===== src/rtl/mem_responder_if.sv =====
// CPU-to-memory command bus: one command per cycle, fixed one-cycle read latency.
interface mem_responder_if;
   logic [1:0]  mem_cmd;
   logic [8:0]  mem_addr;
   logic [15:0] write_data;
   logic [15:0] read_data;

   modport master (
      output mem_cmd,
      output mem_addr,
      output write_data,
      input  read_data
   );

   modport slave (
      input  mem_cmd,
      input  mem_addr,
      input  write_data,
      output read_data
   );
endinterface


===== src/rtl/mem_responder.sv =====
// Memory-side responder: word RAM in the lower half of the address space,
// LED / switch / cycle-counter registers in the upper half.
// Read data is registered (one-cycle latency); bus_err is sticky until reset.
module mem_responder #(
   parameter int unsigned RAM_WORDS = 256,
   parameter logic [8:0]  LED_ADDR  = 9'h100,
   parameter logic [8:0]  SW_ADDR   = 9'h140,
   parameter logic [8:0]  CNT_ADDR  = 9'h141
) (
   input  logic                  clk,
   input  logic                  reset,
   mem_responder_if.slave        bus,
   input  logic [7:0]            SW,
   output logic [7:0]            LEDR,
   output logic                  bus_err
);

   typedef enum logic [1:0] {
      CMD_NONE    = 2'b00,
      CMD_MREAD   = 2'b01,
      CMD_MWRITE  = 2'b10,
      CMD_ILLEGAL = 2'b11
   } cmd_e;

   cmd_e        cmd;
   logic        ram_sel;
   logic        led_sel;
   logic        sw_sel;
   logic        cnt_sel;
   logic [7:0]  ram_idx;

   logic [15:0] ram [RAM_WORDS];
   logic [15:0] read_q;
   logic [15:0] cnt_q;
   logic [7:0]  led_q;
   logic [7:0]  sw_meta;
   logic [7:0]  sw_sync;
   logic        err_q;

   // Command and address decode.
   always_comb begin
      cmd     = cmd_e'(bus.mem_cmd);
      ram_idx = bus.mem_addr[7:0];
      ram_sel = !bus.mem_addr[8] && ({1'b0, bus.mem_addr[7:0]} < 9'(RAM_WORDS));
      led_sel = (bus.mem_addr == LED_ADDR);
      sw_sel  = (bus.mem_addr == SW_ADDR);
      cnt_sel = (bus.mem_addr == CNT_ADDR);
   end

   // RAM write port; contents are deliberately not touched by reset.
   always_ff @(posedge clk) begin
      if (!reset && (cmd == CMD_MWRITE) && ram_sel) begin
         ram[ram_idx] <= bus.write_data;
      end
   end

   // Switch synchronizer and free-running cycle counter.
   always_ff @(posedge clk) begin
      if (reset) begin
         sw_meta <= '0;
         sw_sync <= '0;
         cnt_q   <= '0;
      end else begin
         sw_meta <= SW;
         sw_sync <= sw_meta;
         cnt_q   <= cnt_q + 16'd1;
      end
   end

   // Command execution: read data register, LED register and sticky error.
   always_ff @(posedge clk) begin
      if (reset) begin
         read_q <= '0;
         led_q  <= '0;
         err_q  <= 1'b0;
      end else begin
         case (cmd)
            CMD_NONE: ;
            CMD_MREAD: begin
               if (ram_sel) begin
                  read_q <= ram[ram_idx];
               end else if (led_sel) begin
                  read_q <= {8'h00, led_q};
               end else if (sw_sel) begin
                  read_q <= {8'h00, sw_sync};
               end else if (cnt_sel) begin
                  read_q <= cnt_q;
               end else begin
                  read_q <= '0;
                  err_q  <= 1'b1;
               end
            end
            CMD_MWRITE: begin
               // RAM writes are handled by the RAM port; anything else but LED is an error.
               if (led_sel) begin
                  led_q <= bus.write_data[7:0];
               end else if (!ram_sel) begin
                  err_q <= 1'b1;
               end
            end
            CMD_ILLEGAL: err_q <= 1'b1;
            default: ;
         endcase
      end
   end

   assign bus.read_data = read_q;
   assign LEDR          = led_q;
   assign bus_err       = err_q;

endmodule


===== src/flat_wrapper.sv =====
// flat-port wrapper written by rule: the top's interface ports become plain ports
module mem_responder_flat 
#(
   parameter int unsigned RAM_WORDS = 256,
   parameter logic [8:0]  LED_ADDR  = 9'h100,
   parameter logic [8:0]  SW_ADDR   = 9'h140,
   parameter logic [8:0]  CNT_ADDR  = 9'h141
)
  (clk, reset, SW, LEDR, bus_err, bus_mem_cmd, bus_mem_addr, bus_write_data, bus_read_data);
  mem_responder_if bus_i ();
  input  logic clk;
  input  logic reset;
  input  logic [7:0] SW;
  output logic [7:0] LEDR;
  output logic bus_err;
  input wire logic [$bits(bus_i.mem_cmd)-1:0] bus_mem_cmd;
  input wire logic [$bits(bus_i.mem_addr)-1:0] bus_mem_addr;
  input wire logic [$bits(bus_i.write_data)-1:0] bus_write_data;
  output wire logic [$bits(bus_i.read_data)-1:0] bus_read_data;
  assign bus_i.mem_cmd = bus_mem_cmd;
  assign bus_i.mem_addr = bus_mem_addr;
  assign bus_i.write_data = bus_write_data;
  assign bus_read_data = bus_i.read_data;
  mem_responder #(.RAM_WORDS(RAM_WORDS), .LED_ADDR(LED_ADDR), .SW_ADDR(SW_ADDR), .CNT_ADDR(CNT_ADDR)) u_core (.clk(clk), .reset(reset), .bus(bus_i), .SW(SW), .LEDR(LEDR), .bus_err(bus_err));
endmodule

===== config.mk =====
export PLATFORM = sky130hd
export DESIGN_NAME = mem_responder_flat
export DESIGN_NICKNAME = d
export VERILOG_FILES = /design/src/rtl/mem_responder_if.sv /design/src/rtl/mem_responder.sv /design/src/flat_wrapper.sv
export SDC_FILE = /design/constraint.sdc
export NUM_CORES = 2
export LEC_CHECK = 0
export CAP_MARGIN = 20
export CORE_ASPECT_RATIO = 0.8
export CORE_MARGIN = 4
export CORE_UTILIZATION = 45
export CTS_CLUSTER_DIAMETER = 200
export DETAILED_ROUTE_END_ITERATION = 10
export PLACE_DENSITY = 0.68
export REMOVE_ABC_BUFFERS = 1
export SLEW_MARGIN = 0
export SYNTH_ARGS = -nofsm -noshare
export SYNTH_HDL_FRONTEND = slang
export SYNTH_SLANG_ARGS = --single-unit

===== constraint.sdc =====
create_clock -name clk -period 3.4 [get_ports clk]
set_input_delay 0.68 -clock clk [delete_from_list [all_inputs] [get_ports clk]]
set_output_delay 0.68 -clock clk [all_outputs]
set_load 0.05 [all_outputs]

-- Yosys cells after proc, flatten, opt, wreduce, memory -nomap -nowiden
Memories as Yosys holds them, arrays and structs flattened.
Cells that the tools add are included.
W data, S select, Z words.
- logic and storage cells: 40
- memories: 1
- flip-flop bits (word level): 57
- output and inout port bits: 25
- bits in writable memories: 4096
- add/subtract/negate cells: 1
- equality and inequality tests: 12
- multiplexer cells: 13
- reduce and logical (&&, ||, !) cells: 7
- memories (name ; depth ; bits a word ; read ports ; clocked after Yosys merged registers in ; write ports ; line ; source):
    u_core.ram ; 256 ; 16 ; 1 ; 0 ; 1 ; mem_responder.sv:32 ; logic [15:0] ram [RAM_WORDS];
- operators with widths (kind ; number):
    $mux W16 ; 4
    $eq A9 B9 Y1 const B ; 3
    $add A16 B1 Y16 const B ; 1
    $ne A2 B2 Y1 const B ; 6
    $mux W1 ; 8
    $reduce_and A7 Y1 ; 1
    $eq A2 B2 Y1 const B ; 2
    $pmux W1 S3 ; 1
    $reduce_bool A3 Y1 ; 1
    $eq A2 B1 Y1 const B ; 1
    $logic_and A1 B1 Y1 ; 2
    $logic_not A1 Y1 ; 2
    $reduce_and A2 Y1 ; 1

-- Logic depth before layout (Yosys ltp)
- depth in word-level cells: 6
- depth in mapped cells: 13

-- Worst setup path after synthesis
Ideal clock, no wire load.
- kind: in2reg
- from: in bus_mem_addr[1]
- to: mem u_core.ram[118][0] (enable)
- data required time: 3.012 ns
- arrival time: 3.017 ns
- stages on the path: 9
- slack: -0.005 ns
- path through: buf_4 buf_4 buf_2 buf_2 buf_2 nor2b_1 nand2_1 clkbuf_1 nor2_1
- RTL lines (element ; line ; source):
    start, declared ; flat_wrapper.sv:17 ; input wire logic [$bits(bus_i.mem_addr)-1:0] bus_mem_addr;
    end, declared ; mem_responder.sv:32 ;
No word-level cell before the write port.

-- Final worst setup path
- from: reg u_core.read_q[8] (netlist: u_core.bus.read_data[8])
- to: out bus_read_data[8]
- RTL lines (element ; line ; source):
    start, declared ; mem_responder.sv:33 ; logic [15:0] read_q;
    start signal, assigned ; mem_responder.sv:81 ; read_q <= ram[ram_idx];
    start signal, assigned ; mem_responder.sv:83 ; read_q <= {8'h00, led_q};
    start signal, assigned ; mem_responder.sv:85 ; read_q <= {8'h00, sw_sync};
    end, declared ; flat_wrapper.sv:19 ; output wire logic [$bits(bus_i.read_data)-1:0] bus_read_data;
No word-level cell between the ends.

==> metrics.csv <==
stage,metric,value,unit
global_route,grt.busiest_layer,met2,
timing,finalHoldViolCount,0,
final_layout,final_cell_mix,"edfxtp_1, mux4_2, buf_4, mux2i_1, clkbuf_16",
global_route,grt_usage,24.8,%
timing,rsz0062_at_grt,no,
die,initial_utilization,45.3,%
clock_network,clock_path_buffers,4,
drt,vias,86027,
drt,wl_per_cell,33.3,um
timing,period_share,95.2,%
clock_network,clk_latency,0.93,ns
drt,drt_wl_total,459,mm
power_and_ir_drop,intPower,0.0824,W
die,num_rows,195,
critical_path,worstPathRequired,2.72,ns
synthesis,avgSynthCellArea,21.3,um^2
synthesis,synth_top_area_share,76.9,%
synthesis,synth_flop_cell,edfxtp_1,
synthesis,netlist_area,160000,um^2
drt,drc,0,
synthesis,ys_ff_latch,4153,
die,dieArea,365000,um^2
critical_path,cp.arrival,2.56,ns
clock_network,htreeDepth,5,
power_and_ir_drop,power_frac_clock,40.7,%
timing,setup-violations-final,0,
synthesis,synth_warnings,0,
clock_network,cts.sinks,4153,
die,die_w,675,um
placement,dp.final_hpwl,297,mm
critical_path,critical_path_peak_fanout,2,
drt,antenna_left,0,
clock_network,cts_buffers,387,
critical_path,critPathBufInv,1,
placement,place_congestion,0.915,
global_route,met3_usage,6.76,%
timing,fin_crit,3.24,ns
drt,dr.pass1.iters,7,
global_route,grt.overflow.total,0,
global_route,grt_max_degree,106,
final_layout,drive_gt1_share,29.6,%
critical_path,max_stage_delay,0.95,ns
clock_network,cts_root_buf,clkbuf_16,
die,core_area,354000,um^2
final_layout,fin_area,190000,um^2
clock_network,postCtsSetupBuffers,0,
clock_network,cts_resized,0,
global_route,grt_pass1_wl,646,mm
final_layout,syn_to_final_growth,18.7,%
drt,via_per_inst,6.24,
final_layout,final_common_cell,edfxtp_1,
placement,placed_area,178000,um^2
final_layout,fillers,26316,
critical_path,cp-start-kind,flip-flop,
placement,port_buffers,61,
global_route,grt_pass1_vias,83851,
timing,slew_headroom,20.4,%
timing,fin_ws,0.164,ns
final_layout,fin_cells,13778,
timing,drv_slew,0,
clock_network,clk_pin_slew,0.07,ns
power_and_ir_drop,p_leak,61.5,nW
power_and_ir_drop,comb_power_share,5.7,%
power_and_ir_drop,peakVddDrop,0.448,mV
global_route,use_met1,36.1,%
power_and_ir_drop,p_seq_share,53.6,%
critical_path,critical_path.top_delay_family,buffers and inverters,
synthesis,yosysTopAreaCell,edfxtp_1,
critical_path,cp_slowest_cell,clkdlybuf4s50_1,
timing,fmax,0.309,GHz
synthesis,synth_edf_count,4096,
timing,worst_clock_skew,0.0403,ns
synthesis,synthArstFlopShare,0,%
power_and_ir_drop,switching_share,21.6,%
synthesis,synthDistinctLibCells,75,
power_and_ir_drop,power_density,553,nW/um^2
critical_path,criticalPathCategory,reg -> out,
critical_path,worstPathCellList,clkdlybuf4s50_1,
critical_path,crit_path_end_kind,output port,
power_and_ir_drop,power.switching,0.0226,W
die,ioPinCount,62,
critical_path,regToRegSetupSlack,0.51,ns
synthesis,synthCells,7523,
clock_network,cts_tree,yes,
timing,tightest_slew,1.19,ns
clock_network,cts_hold_buffers,0,
synthesis,ys_seq_area_share,77.6,%
placement,dp_slack,-0.541,ns
drt,drt_iter0_drc,14687,
timing,fin_setup_tns,0,ns
flow_run,maxCapViolCount,0,
final_layout,finalNetCount,8750,
synthesis,ys_top_cells_by_area,"edfxtp_1, mux4_2, mux2i_1",
global_route,antenna_found_initial,31,
status,status,completed,
final_layout,postLayoutCoreUtil,53.7,%
placement,dp_cells,13051,
die,die_h,541,um
global_route,use_met2,36.5,%
min_path,worstHoldPathType,in -> reg,
## final cells by class
class                      count  area [um^2]  share of cell area (%)
timing repair buffer        1243        14100                    7.41
tap                         4728         5920                    3.12
antenna                       21         52.6                  0.0277
sequential                  4153       124000                    65.4
inverter                       6         22.5                  0.0119
multi-input combinational   2921        33400                    17.6
clock buffer                 470        10100                    5.34
clock inverter               236         2170                    1.14
## metal layers
metal,up-vias,wire (um)
li1,34019,-
met1,45179,175000
met4,10,17000
met2,6014,205000
met5,-,57
met3,805,61500
## kinds of logic (layout without fill, tap and decap cells)
kind of cell | after synthesis | in the layout | synth area share [%]
other cells | 0 | 21 | 0
mux | 1360 | 1360 | 15.0
fa+ha+maj | 1 | 1 | 0.00782
flops | 4153 | 4153 | 77.6
simple gates | 806 | 806 | 2.32
buf+inv | 449 | 1955 | 1.66
xor+xnor | 14 | 14 | 0.0766
compound gates | 740 | 740 | 3.35
## stage by stage
| step | total power [W] | hold slack, ns |
|---|---|---|
| final | 0.105 | 0.120 |
| after global routing | 0.108 | 0.0826 |
| after CTS | 0.105 | 0.0570 |
| after detailed placement | 0.0633 | 0.427 |
| after global placement | 0.0632 | 0.422 |
| after floorplan | 0.0593 | 0.414 |
## power by group through the flow
stage | clock network (W) | registers (W) | logic (W)
6_report | 0.0427 | 0.0563 | 0.00603
4_1_cts | 0.0432 | 0.0563 | 0.00593
3_5_place_dp | 0 | 0.0574 | 0.00591
2_1_floorplan | 0 | 0.0574 | 0.00187
3_3_place_gp | 0 | 0.0574 | 0.00581
5_1_grt | 0.0455 | 0.0562 | 0.00622
## worst paths after layout
| kind | to | startpoint | cells past startpoint |
|---|---|---|---|
| worst max-delay path | bus_read_data[8] | u_core.bus.read_data[8] | 1 |
| worst min-delay path | u_core.ram[198][14] | bus_write_data[14] | 1 |
| worst max register to register | u_core.bus.read_data[15] | u_core.ram[207][15] | 8 |
| worst min register to register | u_core.sw_sync[2] | u_core.sw_meta[2] | 1 |
## synthesized netlist by cell type, types with 21 or more instances
master	instances
nor2b_1	34
buf_4	71
o211ai_1	39
edfxtp_1	4096
nor2_1	330
a22o_1	48
buf_1	21
nand4_1	38
a21oi_1	117
and3_1	33
nand3_1	140
a221oi_1	67
buf_2	152
a22oi_1	228
o21ai_0	53
nor3_1	26
a211oi_1	33
mux4_2	830
nand2_1	155
dfxtp_1	57
o22ai_1	54
buf_6	56
clkbuf_1	135
mux2i_1	513
## registers in the layout, summed over array words and instances (netlist names)
| signal | cells |
|---|---|
| u_core.cnt_q | 16 |
| u_core.bus_err | 1 |
| u_core.bus.read_data | 16 |
| u_core.ram | 4096 |
| u_core.sw_meta | 8 |
| u_core.LEDR | 8 |
| u_core.sw_sync | 8 |
No activity file was read; power rests on OpenSTA's default activity.
